--- src/rtl/demux_router.sv ---
// demux_router: registered 1-to-NCH demux with per-channel single-entry buffers,
// valid/ready on both sides, optional broadcast code and saturating drop counter.
module demux_router #(
   parameter int WIDTH    = 16,
   parameter int NCH      = 16,
   parameter int SEL_W    = 5,
   parameter int BCAST_EN = 1,
   parameter int ERR_W    = 8
) (
   input  logic                 clk,
   input  logic                 rst_n,
   input  logic                 in_valid,
   output logic                 in_ready,
   input  logic [WIDTH-1:0]     in_data,
   input  logic [SEL_W-1:0]     fn_sel,
   output logic [NCH-1:0]       out_valid,
   input  logic [NCH-1:0]       out_ready,
   output logic [NCH*WIDTH-1:0] out_data,
   output logic                 err_pulse,
   output logic [ERR_W-1:0]     err_count
);
   typedef enum logic {EMPTY, FULL} state_t;
   state_t state [NCH];
   logic [NCH-1:0] can_load, hit, load;
   logic is_uni, is_bc, xfer, err;

   assign is_uni = fn_sel < SEL_W'(NCH);
   assign is_bc  = (BCAST_EN != 0) && (&fn_sel);

   for (genvar k = 0; k < NCH; k++) begin : g_ch
      assign can_load[k]  = (state[k] == EMPTY) || out_ready[k];
      assign hit[k]       = is_uni && (fn_sel == SEL_W'(k));
      assign out_valid[k] = state[k] == FULL;
   end

   // Out-of-range codes are always accepted so a bad selector never stalls the decoder.
   assign in_ready = is_uni ? |(hit & can_load) : is_bc ? &can_load : 1'b1;
   assign xfer     = in_valid && in_ready;
   assign load     = {NCH{xfer}} & (is_bc ? {NCH{1'b1}} : hit);
   assign err      = xfer && !is_uni && !is_bc;

   always_ff @(posedge clk or negedge rst_n) begin
      if (!rst_n) begin
         state     <= '{default: EMPTY};
         out_data  <= '0;
         err_pulse <= 1'b0;
         err_count <= '0;
      end else begin
         for (int i = 0; i < NCH; i++) begin
            state[i] <= load[i] ? FULL : out_ready[i] ? EMPTY : state[i];
            if (load[i]) out_data[i*WIDTH +: WIDTH] <= in_data;
         end
         err_pulse <= err;
         if (err && !(&err_count)) err_count <= err_count + 1'b1;
      end
   end
endmodule

--- config.mk ---
export PLATFORM = sky130hd
export DESIGN_NAME = demux_router
export DESIGN_NICKNAME = d
export VERILOG_FILES = /design/src/rtl/demux_router.sv
export SDC_FILE = /design/constraint.sdc
export NUM_CORES = 1
export LEC_CHECK = 0
export ABC_AREA = 1
export BUFFER_PORTS_ARGS = -buffer_cell sky130_fd_sc_hd__buf_2
export CAP_MARGIN = 20
export CORE_MARGIN = 1
export CORE_UTILIZATION = 57
export CTS_BUF_LIST = sky130_fd_sc_hd__clkbuf_8 sky130_fd_sc_hd__clkbuf_16
export CTS_CLUSTER_SIZE = 25
export DETAILED_ROUTE_END_ITERATION = 10
export PLACE_DENSITY = 0.82
export SLEW_MARGIN = 15
export SYNTH_ARGS = -nofsm -noshare
export SYNTH_HDL_FRONTEND = slang
export SYNTH_SLANG_ARGS = --single-unit
--- constraint.sdc ---
create_clock -name clk -period 3 [get_ports clk]
set_input_delay 0.3 -clock clk [delete_from_list [all_inputs] [get_ports clk]]
set_output_delay 0.3 -clock clk [all_outputs]
set_load 0.01 [all_outputs]
==> results of run 1 <==
[timing repair]
| action | in CTS | in global routing |
|---|---|---|
| setup endpoints to repair | 0 | 0 |
| hold endpoints to repair | 66 | 0 |
| hold buffers | 1 | 0 |
[final cells by class]
| cell class | count | share of cell area (%) |
|---|---|---|
| Antenna cell | 3 | 0.0505 |
| Clock buffer | 36 | 5.53 |
| Clock inverter | 16 | 1.35 |
| Inverter | 24 | 0.606 |
| Multi-Input combinational cell | 929 | 29.6 |
| Sequential cell | 281 | 47.3 |
| Tap cell | 275 | 2.32 |
| Timing Repair Buffer | 358 | 13.2 |
[power groups by stage]
| stage | Clock (W) | Sequential, W | Combinational, W |
|---|---|---|---|
| after floorplan | 0 | 0.00581 | 0.00110 |
| after global placement | 0 | 0.00544 | 0.00290 |
| after detailed placement | 0 | 0.00544 | 0.00301 |
| after CTS | 0.00385 | 0.00540 | 0.00303 |
| after global routing | 0.00400 | 0.00550 | 0.00332 |
| final | 0.00384 | 0.00542 | 0.00302 |
[synthesized netlist by cell type (2+ instances only)]
library cell,instances,share of area [%]
sky130_fd_sc_hd__nand2_1,602,18
sky130_fd_sc_hd__nor2_1,14,0.43
sky130_fd_sc_hd__nand3_2,11,0.90
sky130_fd_sc_hd__buf_6,22,2.0
sky130_fd_sc_hd__nand3_4,5,0.72
sky130_fd_sc_hd__buf_2,19,0.78
sky130_fd_sc_hd__nand3_1,18,0.74
sky130_fd_sc_hd__clkbuf_1,49,1.5
sky130_fd_sc_hd__dfrtp_1,281,57
sky130_fd_sc_hd__buf_8,3,0.37
sky130_fd_sc_hd__buf_1,25,0.77
sky130_fd_sc_hd__inv_1,23,0.71
sky130_fd_sc_hd__nor2_2,4,0.20
sky130_fd_sc_hd__xnor2_1,5,0.36
sky130_fd_sc_hd__buf_4,7,0.43
sky130_fd_sc_hd__nand4_1,260,13
sky130_fd_sc_hd__xor2_1,2,0.14
[kinds of logic (layout without fill, tap and decap cells)]
family / Yosys count / count (layout)
AOI/OAI and AO/OA: 2 / 2
xor gates and xnor gates: 7 / 7
adders and majority gates: 1 / 1
buffers and inverters: 149 / 434
DFF: 281 / 281
muxes: 1 / 1
other: 0 / 3
and+or+nand+nor: 918 / 918
[final timing paths]
kind                                                  end  slack (ns)  cells after the start
max in group asynchronous       out_data[117]$_DFFE_PN0P_        1.87                      3
worst max-delay path                             in_ready        0.33                      9
worst min register to register  out_data[254]$_DFFE_PN0P_        0.46                      2
min in group asynchronous        out_data[98]$_DFFE_PN0P_        0.33                      2
worst max register to register   out_data[35]$_DFFE_PN0P_        0.66                     10
worst min-delay path             out_valid[6]$_DFFE_PN0P_        0.12                      4
[per-stage QoR]
step / cell area (um2) / setup WS, ns
floorplan: 12200 / 1.29
global placement: 13800 / 0.597
detailed placement: 13800 / 0.512
CTS: 14900 / 0.315
global route: 14900 / 0.157
finish: 14900 / 0.327
[metal layers]
metal / vias up / global-route usage [%] / part of all wire [%]
met5: - / 0 / 0
met4: 0 / 16.6 / 4.7
met3: 129 / 9.51 / 12
met2: 741 / 54.5 / 46
met1: 5559 / 48.0 / 37
li1: 5088 / - / -
[worst max-delay path, cell delays in order (launching register included)]
cell and delay (ns):
sky130_fd_sc_hd__dfrtp_1 0.40, sky130_fd_sc_hd__nand2_1 0.19, sky130_fd_sc_hd__nand2_1 0.08, sky130_fd_sc_hd__nor2_1 0.10, sky130_fd_sc_hd__nand2_1 0.06, sky130_fd_sc_hd__nor2_1 0.12, sky130_fd_sc_hd__o21ai_2 0.10, sky130_fd_sc_hd__nand2_8 0.36
sky130_fd_sc_hd__buf_12 0.24, sky130_fd_sc_hd__buf_2 0.15
[registers in the layout, summed over array words and instances, names as in the netlist]
name	flops
err_count	8
err_pulse	1
out_data	256
out_valid	16
==> run_summary.xml, run 1 <==
<?xml version="1.0" encoding="UTF-8"?>
<metrics>
  <group name="pwr">
    <metric name="seqPwrFrac" unit="%">44.1</metric>
    <metric name="combPwrFrac" unit="%">24.6</metric>
    <metric name="clock_power_share" unit="%">31.3</metric>
    <metric name="power.density" unit="nW/um2">827</metric>
    <metric name="power_leakage" unit="nW">8.59</metric>
    <metric name="p_sw" unit="W">0.00405</metric>
    <metric name="finalPower" unit="W">0.0123</metric>
    <metric name="cell_internal_pwr" unit="W">0.00824</metric>
    <metric name="ir_worst_vdd" unit="uV">516</metric>
    <metric name="switching_portion_of_total_power" unit="%">33.0</metric>
  </group>
  <group name="worst_setup_path">
    <metric name="worstPathArrival" unit="ns">2.37</metric>
    <metric name="r2r_start" unit="">out_valid[2]$_DFFE_PN0P_</metric>
    <metric name="timing.critical_path.to_type" unit="">output pin</metric>
    <metric name="start_kind" unit="">flop</metric>
    <metric name="crit_path_category" unit="">flop to output pin</metric>
    <metric name="cp_max_fo" unit="">58</metric>
    <metric name="launch_point_of_the_critical_path" unit="">out_valid[2]$_DFFE_PN0P_</metric>
    <metric name="worstPathRequired" unit="ns">2.70</metric>
  </group>
  <group name="floorplan">
    <metric name="die-width" unit="um">148</metric>
    <metric name="num_io_pins" unit="">322</metric>
    <metric name="design.die.area" unit="um2">22000</metric>
    <metric name="placementRows" unit="">53</metric>
    <metric name="floorplan.initialDensity" unit="%">58.2</metric>
    <metric name="fp.coreArea" unit="um2">21000</metric>
    <metric name="dieHeight" unit="um">148</metric>
  </group>
  <group name="global_routing">
    <metric name="number_of_global_route_vias_before_repair" unit="">10600</metric>
    <metric name="grt_first_pass_wirelength" unit="um">60300</metric>
    <metric name="grt.overflow.total" unit="">0</metric>
    <metric name="initial_antenna_violation_count" unit="">3</metric>
    <metric name="grt_util_all_layers" unit="%">35.8</metric>
    <metric name="maximum_number_of_pins_on_one_net_before_global_route_repair" unit="">133</metric>
  </group>
  <group name="route">
    <metric name="count_of_vias_placed_by_the_detailed_router" unit="">11500</metric>
    <metric name="vias_per_cell" unit="">5.99</metric>
    <metric name="drtAntennaViolNets" unit="">0</metric>
    <metric name="firstDrtPassIters" unit="">5</metric>
    <metric name="detail_route.iter0.violations" unit="">942</metric>
    <metric name="wl" unit="um">39600</metric>
    <metric name="drc_errors" unit="">0</metric>
    <metric name="post_drt_wl_per_cell" unit="um">20.6</metric>
  </group>
  <group name="logic_synthesis">
    <metric name="synthesis.instances" unit="">1359</metric>
    <metric name="yosys_warnings" unit="">0</metric>
    <metric name="synth_simple_gate_area_share" unit="%">35.1</metric>
    <metric name="synth.mux.area_fraction" unit="%">0.0921</metric>
    <metric name="netlist-cell-type-count" unit="">26</metric>
    <metric name="synth_edf_count" unit="">0</metric>
    <metric name="postSynth.asyncResetShare" unit="%">100</metric>
    <metric name="synth_compound_gate_area_share" unit="%">0.123</metric>
    <metric name="ys.flop_type" unit="">sky130_fd_sc_hd__dfrtp_1</metric>
    <metric name="seq_area_frac_synth" unit="%">57.5</metric>
    <metric name="synth.ff_latch_count" unit="">281</metric>
    <metric name="dominant_combinational_cell_family_by_area_after_synthesis" unit="">simple AND/OR/NAND/NOR gates</metric>
    <metric name="post_synth_instance_area" unit="um2">12200</metric>
    <metric name="synth-adder-area-share" unit="%">0.102</metric>
    <metric name="synth_xor_area_share" unit="%">0.501</metric>
    <metric name="post_synth.cell_area_avg" unit="um2">9.00</metric>
    <metric name="synth.net_count" unit="">1400</metric>
  </group>
  <group name="run_status">
    <metric name="status" unit="">finished, final reports clean</metric>
  </group>
  <group name="clocking">
    <metric name="clock-sinks" unit="">281</metric>
    <metric name="deepest_clock_path_buffer_count" unit="">3</metric>
    <metric name="clock_insertion_delay_worst_skew" unit="ns">0.54</metric>
    <metric name="cts_tree" unit="">built</metric>
    <metric name="root_buffer" unit="">sky130_fd_sc_hd__clkbuf_16</metric>
    <metric name="tritoncts.num_buffers" unit="">29</metric>
    <metric name="cts_resized" unit="">0</metric>
    <metric name="cts-htree-levels" unit="">1</metric>
    <metric name="clock_pin_slew_reported_for_the_worst_setup_and_hold_paths_after_clock_tree_synthesis" unit="ns">0.06</metric>
    <metric name="cts_setup_buffers" unit="">0</metric>
  </group>
  <group name="run">
    <metric name="cap_viol_max_count" unit="">0</metric>
  </group>
  <group name="worst_hold_path">
    <metric name="worstHoldStart" unit="">out_ready[6]</metric>
    <metric name="worst_hold_path_type" unit="">input pin to flop</metric>
  </group>
  <group name="timing">
    <metric name="clock-skew-final" unit="ns">0.00862</metric>
    <metric name="finalHoldViolations" unit="">0</metric>
    <metric name="report.final.setup_viol" unit="">0</metric>
    <metric name="grt_setup_unrepaired" unit="">false</metric>
    <metric name="finalCritPeriodShare" unit="%">89.1</metric>
    <metric name="timing_max_transition_violations_final" unit="">0</metric>
    <metric name="timing.max_slew.rel_slack" unit="%">54.3</metric>
    <metric name="timing.setup.tns" unit="ns">0</metric>
    <metric name="hold_ws" unit="ns">0.117</metric>
    <metric name="fin_crit" unit="ns">2.67</metric>
    <metric name="maxClockFrequency" unit="GHz">0.374</metric>
    <metric name="worst_slew_pin_slew" unit="ns">0.686</metric>
  </group>
  <group name="final_layout">
    <metric name="fillers" unit="">1585</metric>
    <metric name="mostFrequentLayoutCell" unit="">sky130_fd_sc_hd__nand2_1</metric>
    <metric name="area_growth_syn_to_fin" unit="%">21.5</metric>
    <metric name="nets" unit="">1664</metric>
    <metric name="final_core_utilization" unit="%">70.7</metric>
    <metric name="instances_no_fill" unit="">1922</metric>
    <metric name="register_area" unit="um2">7030</metric>
    <metric name="most-common-layout-cells" unit="">602 x sky130_fd_sc_hd__nand2_1, 319 x sky130_fd_sc_hd__buf_2, 281 x sky130_fd_sc_hd__dfrtp_1, 260 x sky130_fd_sc_hd__nand4_1, 31 x sky130_fd_sc_hd__buf_4</metric>
    <metric name="multi_input_gate_area" unit="um2">4400</metric>
    <metric name="layout_cells_sized_above_1" unit="%">26.2</metric>
  </group>
  <group name="placement">
    <metric name="io_buffer_count" unit="">321</metric>
    <metric name="globalplace.congestion" unit="">0.883</metric>
    <metric name="detailed_place_hpwl" unit="um">24900</metric>
    <metric name="dp.cells" unit="">1866</metric>
  </group>
</metrics>
Power figures use the tool's default switching activity.
==> run 2: changes to the inputs <==
Settings changed: CORE_UTILIZATION 57 to 53, CTS_CLUSTER_DIAMETER from default to 30, PLACE_DENSITY 0.82 to 0.77.
Clock period 3 ns to 2.5 ns, I/O delays scaled along.
==> run_summary.xml, run 2 (same netlist as run 1, synthesis figures left out) <==
<?xml version="1.0" encoding="UTF-8"?>
<metrics>
  <group name="floorplan">
    <metric name="floorplan.initialDensity" unit="%">54.0</metric>
    <metric name="fp.coreArea" unit="um2">22600</metric>
    <metric name="design.die.area" unit="um2">23700</metric>
    <metric name="die-width" unit="um">154</metric>
    <metric name="num_io_pins" unit="">322</metric>
    <metric name="placementRows" unit="">55</metric>
    <metric name="dieHeight" unit="um">154</metric>
  </group>
  <group name="final_layout">
    <metric name="nets" unit="">1696</metric>
    <metric name="fillers" unit="">1729</metric>
    <metric name="largest_register_ffs" unit="">256</metric>
    <metric name="area_growth_syn_to_fin" unit="%">29.9</metric>
    <metric name="most-common-layout-cells" unit="">602 x sky130_fd_sc_hd__nand2_1, 319 x sky130_fd_sc_hd__buf_2, 281 x sky130_fd_sc_hd__dfrtp_1, 260 x sky130_fd_sc_hd__nand4_1, 53 x sky130_fd_sc_hd__clkbuf_16</metric>
    <metric name="mostFrequentLayoutCell" unit="">sky130_fd_sc_hd__nand2_1</metric>
    <metric name="layout_cells_sized_above_1" unit="%">28.7</metric>
    <metric name="registers.top_by_ff_count" unit="">out_data</metric>
  </group>
  <group name="timing">
    <metric name="worst_slew_pin_slew" unit="ns">0.665</metric>
    <metric name="timing.max_slew.rel_slack" unit="%">55.7</metric>
    <metric name="grt_setup_unrepaired" unit="">false</metric>
    <metric name="finalCritPeriodShare" unit="%">95.2</metric>
    <metric name="timing.setup.tns" unit="ns">0</metric>
    <metric name="timing_max_transition_violations_final" unit="">0</metric>
    <metric name="maxClockFrequency" unit="GHz">0.420</metric>
    <metric name="report.final.setup_viol" unit="">0</metric>
    <metric name="clock-skew-final" unit="ns">0.0133</metric>
    <metric name="fin_crit" unit="ns">2.38</metric>
    <metric name="finalHoldViolations" unit="">0</metric>
  </group>
  <group name="worst_setup_path">
    <metric name="path_cells" unit="">nand2_1 -&gt; nand2_1 -&gt; nor2_1 -&gt; nand2_1 -&gt; nor2_1 -&gt; o21ai_4 -&gt; nand2_8 -&gt; buf_12 -&gt; buf_2</metric>
    <metric name="cp_max_fo" unit="">31</metric>
    <metric name="crit_path_category" unit="">flop to output pin</metric>
    <metric name="critical_path.top_delay_family" unit="">simple AND/OR/NAND/NOR gates</metric>
    <metric name="timing.critical_path.to_type" unit="">output pin</metric>
    <metric name="timing.reg2reg.worst_path_depth" unit="">12</metric>
    <metric name="worstPathRequired" unit="ns">2.25</metric>
    <metric name="worstPathArrival" unit="ns">2.13</metric>
    <metric name="r2r_start" unit="">out_valid[1]$_DFFE_PN0P_</metric>
    <metric name="regToRegEndpoint" unit="">out_data[64]$_DFFE_PN0P_</metric>
    <metric name="worst_path_largest_cell_delay" unit="ns">0.38</metric>
    <metric name="timing.reg2reg.setup_slack" unit="ns">0.20</metric>
    <metric name="start_kind" unit="">flop</metric>
    <metric name="worst_path_most_repeated_cell" unit="">sky130_fd_sc_hd__nand2_1</metric>
    <metric name="worstPathBufferInverterCount" unit="">2</metric>
    <metric name="cpMaxStageDelayCell" unit="">sky130_fd_sc_hd__dfrtp_1</metric>
  </group>
  <group name="clocking">
    <metric name="cts_tree" unit="">built</metric>
    <metric name="deepest_clock_path_buffer_count" unit="">3</metric>
    <metric name="root_buffer" unit="">sky130_fd_sc_hd__clkbuf_16</metric>
    <metric name="tritoncts.num_buffers" unit="">51</metric>
    <metric name="clock-sinks" unit="">281</metric>
    <metric name="cts-htree-levels" unit="">2</metric>
    <metric name="clock_pin_slew_reported_for_the_worst_setup_and_hold_paths_after_clock_tree_synthesis" unit="ns">0.05</metric>
    <metric name="clock_insertion_delay_worst_skew" unit="ns">0.54</metric>
  </group>
  <group name="global_routing">
    <metric name="grt_first_pass_wirelength" unit="um">63000</metric>
    <metric name="grt_util_all_layers" unit="%">34.6</metric>
    <metric name="grt.overflow.total" unit="">0</metric>
    <metric name="maximum_number_of_pins_on_one_net_before_global_route_repair" unit="">94</metric>
    <metric name="number_of_global_route_vias_before_repair" unit="">11100</metric>
    <metric name="initial_antenna_violation_count" unit="">6</metric>
  </group>
  <group name="worst_hold_path">
    <metric name="worst_hold_path_type" unit="">input pin to flop</metric>
    <metric name="min_path_cells" unit="">4</metric>
    <metric name="holdPathEnd" unit="">out_valid[9]$_DFFE_PN0P_</metric>
    <metric name="worstHoldStart" unit="">out_ready[9]</metric>
  </group>
  <group name="route">
    <metric name="drtAntennaViolNets" unit="">0</metric>
    <metric name="vias_per_cell" unit="">5.89</metric>
    <metric name="drc_errors" unit="">0</metric>
    <metric name="post_drt_wl_per_cell" unit="um">20.6</metric>
    <metric name="firstDrtPassIters" unit="">7</metric>
    <metric name="detail_route.iter0.violations" unit="">1085</metric>
    <metric name="count_of_vias_placed_by_the_detailed_router" unit="">11700</metric>
    <metric name="wl" unit="um">40900</metric>
  </group>
  <group name="placement">
    <metric name="detailed_place_hpwl" unit="um">25000</metric>
    <metric name="io_buffer_count" unit="">321</metric>
    <metric name="globalplace.congestion" unit="">0.835</metric>
  </group>
  <group name="pwr">
    <metric name="ir_worst_vdd" unit="uV">777</metric>
    <metric name="power_leakage" unit="nW">9.05</metric>
    <metric name="power.density" unit="nW/um2">1110</metric>
    <metric name="finalPower" unit="W">0.0176</metric>
  </group>
  <group name="run_status">
    <metric name="status" unit="">finished, final reports clean</metric>
  </group>
  <group name="run">
    <metric name="cap_viol_max_count" unit="">0</metric>
  </group>
</metrics>
==> run 2: cell count changes in the layout (fill, tap and decap cells not counted), sizes merged <==
cell,before,now
clkbuf,37,66
clkinvlp,1,6
bufinv,5,8
nand2,604,605
diode,3,5
buf,356,365
clkinv,4,13
inv,30,26
==> run 2: area by class of cell <==
| type | instances | area (um2) | share of cell area (%) |
|---|---|---|---|
| sequential | 281 | 7030 | 44.3 |
| multi-input combinational | 930 | 4420 | 27.8 |
| timing repair buffer | 367 | 2090 | 13.1 |
| clock buffer | 65 | 1490 | 9.39 |
| clock inverter | 29 | 393 | 2.47 |
| tap | 285 | 357 | 2.24 |
| inverter | 24 | 90.1 | 0.567 |
| antenna | 5 | 12.5 | 0.0788 |
==> run 2: repair_timing <==
action | CTS | global route
pin swaps | 1 | 1
gates cloned | 1 | 0
buffers inserted | 0 | 4
gates resized for setup | 1 | 1
endpoints found under the setup margin | 1 | 1
endpoints found under the hold margin | 74 | 0
hold buffers | 1 | 0
==> run 2: how the worst max path moves through the flow <==
stage	from	to	slack, ns	depth (start not counted)
detailed placement	fn_sel[4]	out_data[67]$_DFFE_PN0P_	0.10	14
CTS	out_valid[1]$_DFFE_PN0P_	in_ready	0.001	9
finish	out_valid[1]$_DFFE_PN0P_	in_ready	0.12	9
global placement	fn_sel[4]	out_data[69]$_DFFE_PN0P_	0.17	14
global route	out_valid[1]$_DFFE_PN0P_	in_ready	0.02	9
floorplan	err_count[0]$_DFFE_PN0P_	err_count[1]$_DFFE_PN0P_	0.81	5
==> run 2: stage by stage <==
| step | utilization (%) | std cells | area (um2) | setup slack, ns | hold WS, ns |
|---|---|---|---|---|---|
| 2_1_floorplan | - | 1359 | 12200 | 0.812 | -0.0456 |
| 3_3_place_gp | 61.5 | 1881 | 13900 | 0.171 | 0.286 |
| 3_5_place_dp | 61.5 | 1881 | 13900 | 0.102 | 0.289 |
| 4_1_cts | 69.9 | 1977 | 15800 | 0.00120 | 0.0413 |
| 5_1_grt | 70.1 | 1985 | 15900 | 0.0193 | 0.0903 |
| 6_report | 70.2 | 1986 | 15900 | 0.120 | 0.0481 |
==> run 2: worst reg2reg max path, delay by kind of cell (launching register included) <==
kind            cells  cell delay [ns]
simple gates        9             1.35
flops               1             0.38
compound gates      1             0.12
buf+inv             2             0.34
==> run 2: report_power, final <==
group / leakage, nW / internal [W] / switching (W)
combinational: 4.53 / 0.00139 / 0.00229
sequential: 3.61 / 0.00573 / 0.000799
clock: 0.916 / 0.00503 / 0.00233
==> run 2: metal layers <==
layer | share of wire, % | wire, um | GRT usage [%] | up-vias
met5 | 0.061 | 25 | 0 | -
met4 | 4.1 | 1690 | 16.0 | 4
met3 | 9.3 | 3800 | 7.19 | 129
met2 | 47 | 19200 | 54.2 | 685
met1 | 40 | 16100 | 46.5 | 5688
li1 | - | - | - | 5183
==> run 3: changes to the inputs <==
--- a/config.mk
+++ b/config.mk
@@ -15,5 +15,5 @@
 export CTS_CLUSTER_SIZE = 25
 export DETAILED_ROUTE_END_ITERATION = 10
-export PLACE_DENSITY = 0.77
+export PLACE_DENSITY = 0.8
 export SLEW_MARGIN = 15
 export SYNTH_ARGS = -nofsm -noshare
==> constraint.sdc (replaced) <==
create_clock -name clk -period 2.5 [get_ports clk]
set_input_delay 0.25 -clock clk [delete_from_list [all_inputs] [get_ports clk]]
set_output_delay 0.25 -clock clk [all_outputs]
set_load 0.1 [all_outputs]
==> run_summary.xml, run 3 (same netlist as run 1, synthesis figures left out) <==
<?xml version="1.0" encoding="UTF-8"?>
<metrics>
  <group name="run_status">
    <metric name="status" unit="">finished, final reports clean</metric>
  </group>
  <group name="clocking">
    <metric name="tritoncts.num_buffers" unit="">49</metric>
    <metric name="cts_tree" unit="">built</metric>
    <metric name="deepest_clock_path_buffer_count" unit="">3</metric>
    <metric name="cts-htree-levels" unit="">2</metric>
    <metric name="cts_setup_buffers" unit="">0</metric>
    <metric name="clock_insertion_delay_worst_skew" unit="ns">0.54</metric>
    <metric name="clock-sinks" unit="">281</metric>
    <metric name="root_buffer" unit="">sky130_fd_sc_hd__clkbuf_16</metric>
    <metric name="clock_pin_slew_reported_for_the_worst_setup_and_hold_paths_after_clock_tree_synthesis" unit="ns">0.05</metric>
  </group>
  <group name="worst_hold_path">
    <metric name="min_path_cells" unit="">4</metric>
    <metric name="worst_hold_path_type" unit="">input pin to flop</metric>
  </group>
  <group name="route">
    <metric name="wl" unit="um">40700</metric>
    <metric name="vias_per_cell" unit="">5.96</metric>
    <metric name="post_drt_wl_per_cell" unit="um">20.7</metric>
    <metric name="detail_route.iter0.violations" unit="">1175</metric>
    <metric name="count_of_vias_placed_by_the_detailed_router" unit="">11700</metric>
    <metric name="drc_errors" unit="">0</metric>
    <metric name="firstDrtPassIters" unit="">7</metric>
    <metric name="drtAntennaViolNets" unit="">0</metric>
  </group>
  <group name="placement">
    <metric name="detailed_place_hpwl" unit="um">25100</metric>
    <metric name="dpl_worst_slack" unit="ns">0.0537</metric>
    <metric name="dp.cells" unit="">1877</metric>
    <metric name="detailed_place.area" unit="um2">13900</metric>
    <metric name="globalplace.congestion" unit="">0.897</metric>
    <metric name="io_buffer_count" unit="">321</metric>
  </group>
  <group name="timing">
    <metric name="timing_max_transition_violations_final" unit="">0</metric>
    <metric name="finalHoldViolations" unit="">0</metric>
    <metric name="timing.max_slew.rel_slack" unit="%">56.6</metric>
    <metric name="finalCritPeriodShare" unit="%">95.4</metric>
    <metric name="maxClockFrequency" unit="GHz">0.419</metric>
    <metric name="report.final.setup_viol" unit="">0</metric>
    <metric name="fin_crit" unit="ns">2.39</metric>
    <metric name="worst_slew_pin_slew" unit="ns">0.651</metric>
    <metric name="clock-skew-final" unit="ns">0.0257</metric>
    <metric name="setup_ws" unit="ns">0.115</metric>
  </group>
  <group name="final_layout">
    <metric name="registers.top_by_ff_count" unit="">out_data</metric>
    <metric name="largest_register_ffs" unit="">256</metric>
    <metric name="finalInstanceArea" unit="um2">15700</metric>
    <metric name="most-common-layout-cells" unit="">602 x sky130_fd_sc_hd__nand2_1, 318 x sky130_fd_sc_hd__buf_2, 281 x sky130_fd_sc_hd__dfrtp_1, 260 x sky130_fd_sc_hd__nand4_1, 51 x sky130_fd_sc_hd__clkbuf_16</metric>
    <metric name="mostFrequentLayoutCell" unit="">sky130_fd_sc_hd__nand2_1</metric>
    <metric name="instances_no_fill" unit="">1968</metric>
    <metric name="area_growth_syn_to_fin" unit="%">28.3</metric>
    <metric name="layout_cells_sized_above_1" unit="%">27.9</metric>
    <metric name="n_antenna_cell" unit="">0</metric>
    <metric name="nets" unit="">1686</metric>
  </group>
  <group name="floorplan">
    <metric name="floorplan.initialDensity" unit="%">54.0</metric>
    <metric name="fp.coreArea" unit="um2">22600</metric>
    <metric name="dieHeight" unit="um">154</metric>
    <metric name="die-width" unit="um">154</metric>
    <metric name="placementRows" unit="">55</metric>
    <metric name="num_io_pins" unit="">322</metric>
    <metric name="design.die.area" unit="um2">23700</metric>
  </group>
  <group name="worst_setup_path">
    <metric name="cp_max_fo" unit="">15</metric>
    <metric name="worstPathArrival" unit="ns">2.14</metric>
    <metric name="timing.critical_path.to_type" unit="">output pin</metric>
    <metric name="worstPathRequired" unit="ns">2.25</metric>
    <metric name="timing.reg2reg.worst_path_depth" unit="">11</metric>
    <metric name="crit_path_category" unit="">flop to output pin</metric>
    <metric name="start_kind" unit="">flop</metric>
  </group>
  <group name="pwr">
    <metric name="power_leakage" unit="nW">8.99</metric>
    <metric name="ir_worst_vdd" unit="uV">1250</metric>
    <metric name="finalPower" unit="W">0.0255</metric>
    <metric name="power.density" unit="nW/um2">1620</metric>
  </group>
  <group name="global_routing">
    <metric name="grt.overflow.total" unit="">0</metric>
    <metric name="number_of_global_route_vias_before_repair" unit="">11100</metric>
    <metric name="maximum_number_of_pins_on_one_net_before_global_route_repair" unit="">102</metric>
    <metric name="initial_antenna_violation_count" unit="">1</metric>
    <metric name="grt_first_pass_wirelength" unit="um">62300</metric>
    <metric name="grt_util_all_layers" unit="%">34.1</metric>
  </group>
  <group name="run">
    <metric name="cap_viol_max_count" unit="">0</metric>
  </group>
</metrics>
## run 3: area by class of cell
| type | count | area [um2] |
|---|---|---|
| Sequential cell | 281 | 7030 |
| Tap cell | 285 | 357 |
| Timing Repair Buffer | 359 | 2020 |
| Clock buffer | 59 | 1390 |
| Fill cell | 1705 | 6950 |
| Clock inverter | 30 | 377 |
| Inverter | 24 | 90.1 |
| Multi-Input combinational cell | 930 | 4420 |
## run 3: through the flow
stage | utilization (%) | hold WS [ns] | TNS [ns]
6_report | 69.3 | 0.0710 | 0
5_1_grt | 69.3 | 0.0783 | -0.00465
4_1_cts | 69.2 | 0.0530 | 0
3_5_place_dp | 61.3 | 0.156 | 0
3_3_place_gp | 61.3 | 0.158 | 0
2_1_floorplan | - | -0.0456 | 0
## run 3: worst max-delay path: stages, from the launching register on
cell and delay (ns):
sky130_fd_sc_hd__dfrtp_1 0.37, sky130_fd_sc_hd__nand2_1 0.21, sky130_fd_sc_hd__nand2_1 0.08, sky130_fd_sc_hd__nor2_1 0.11, sky130_fd_sc_hd__nand2_1 0.06, sky130_fd_sc_hd__nor2_1 0.18, sky130_fd_sc_hd__o21ai_4 0.13, sky130_fd_sc_hd__nand2_8 0.21
sky130_fd_sc_hd__buf_8 0.24
## run 3: report_power, final
group	internal, W	switching (W)
Sequential	0.00573	0.000808
Combinational	0.00138	0.0105
Clock	0.00476	0.00230
Total	0.0119	0.0136
## run 3: repair_timing
action                                  CTS  global route
endpoints found under the hold margin   139             0
hold buffers                              1             0
cloned                                    0             1
gates resized for setup                   1             4
pin swaps                                 0             1
endpoints found under the setup margin    1             1
## run 3: metal layers
layer,share of wire (%),global-route usage (%)
met1,39,45.6
met2,47,52.4
met3,9.8,7.27
met4,4.5,18.0
met5,0.032,0
## run 3: final timing paths
kind,start,endpoint,slack (ns)
max reg2reg,out_valid[3]$_DFFE_PN0P_,out_data[233]$_DFFE_PN0P_,0.15
min,out_ready[1],out_valid[1]$_DFFE_PN0P_,0.07
max in group asynchronous,rst_n,out_data[142]$_DFFE_PN0P_,1.54
min in group asynchronous,rst_n,out_data[5]$_DFFE_PN0P_,0.20
min reg2reg,out_data[138]$_DFFE_PN0P_,out_data[138]$_DFFE_PN0P_,0.46
max,out_valid[3]$_DFFE_PN0P_,in_ready,0.11
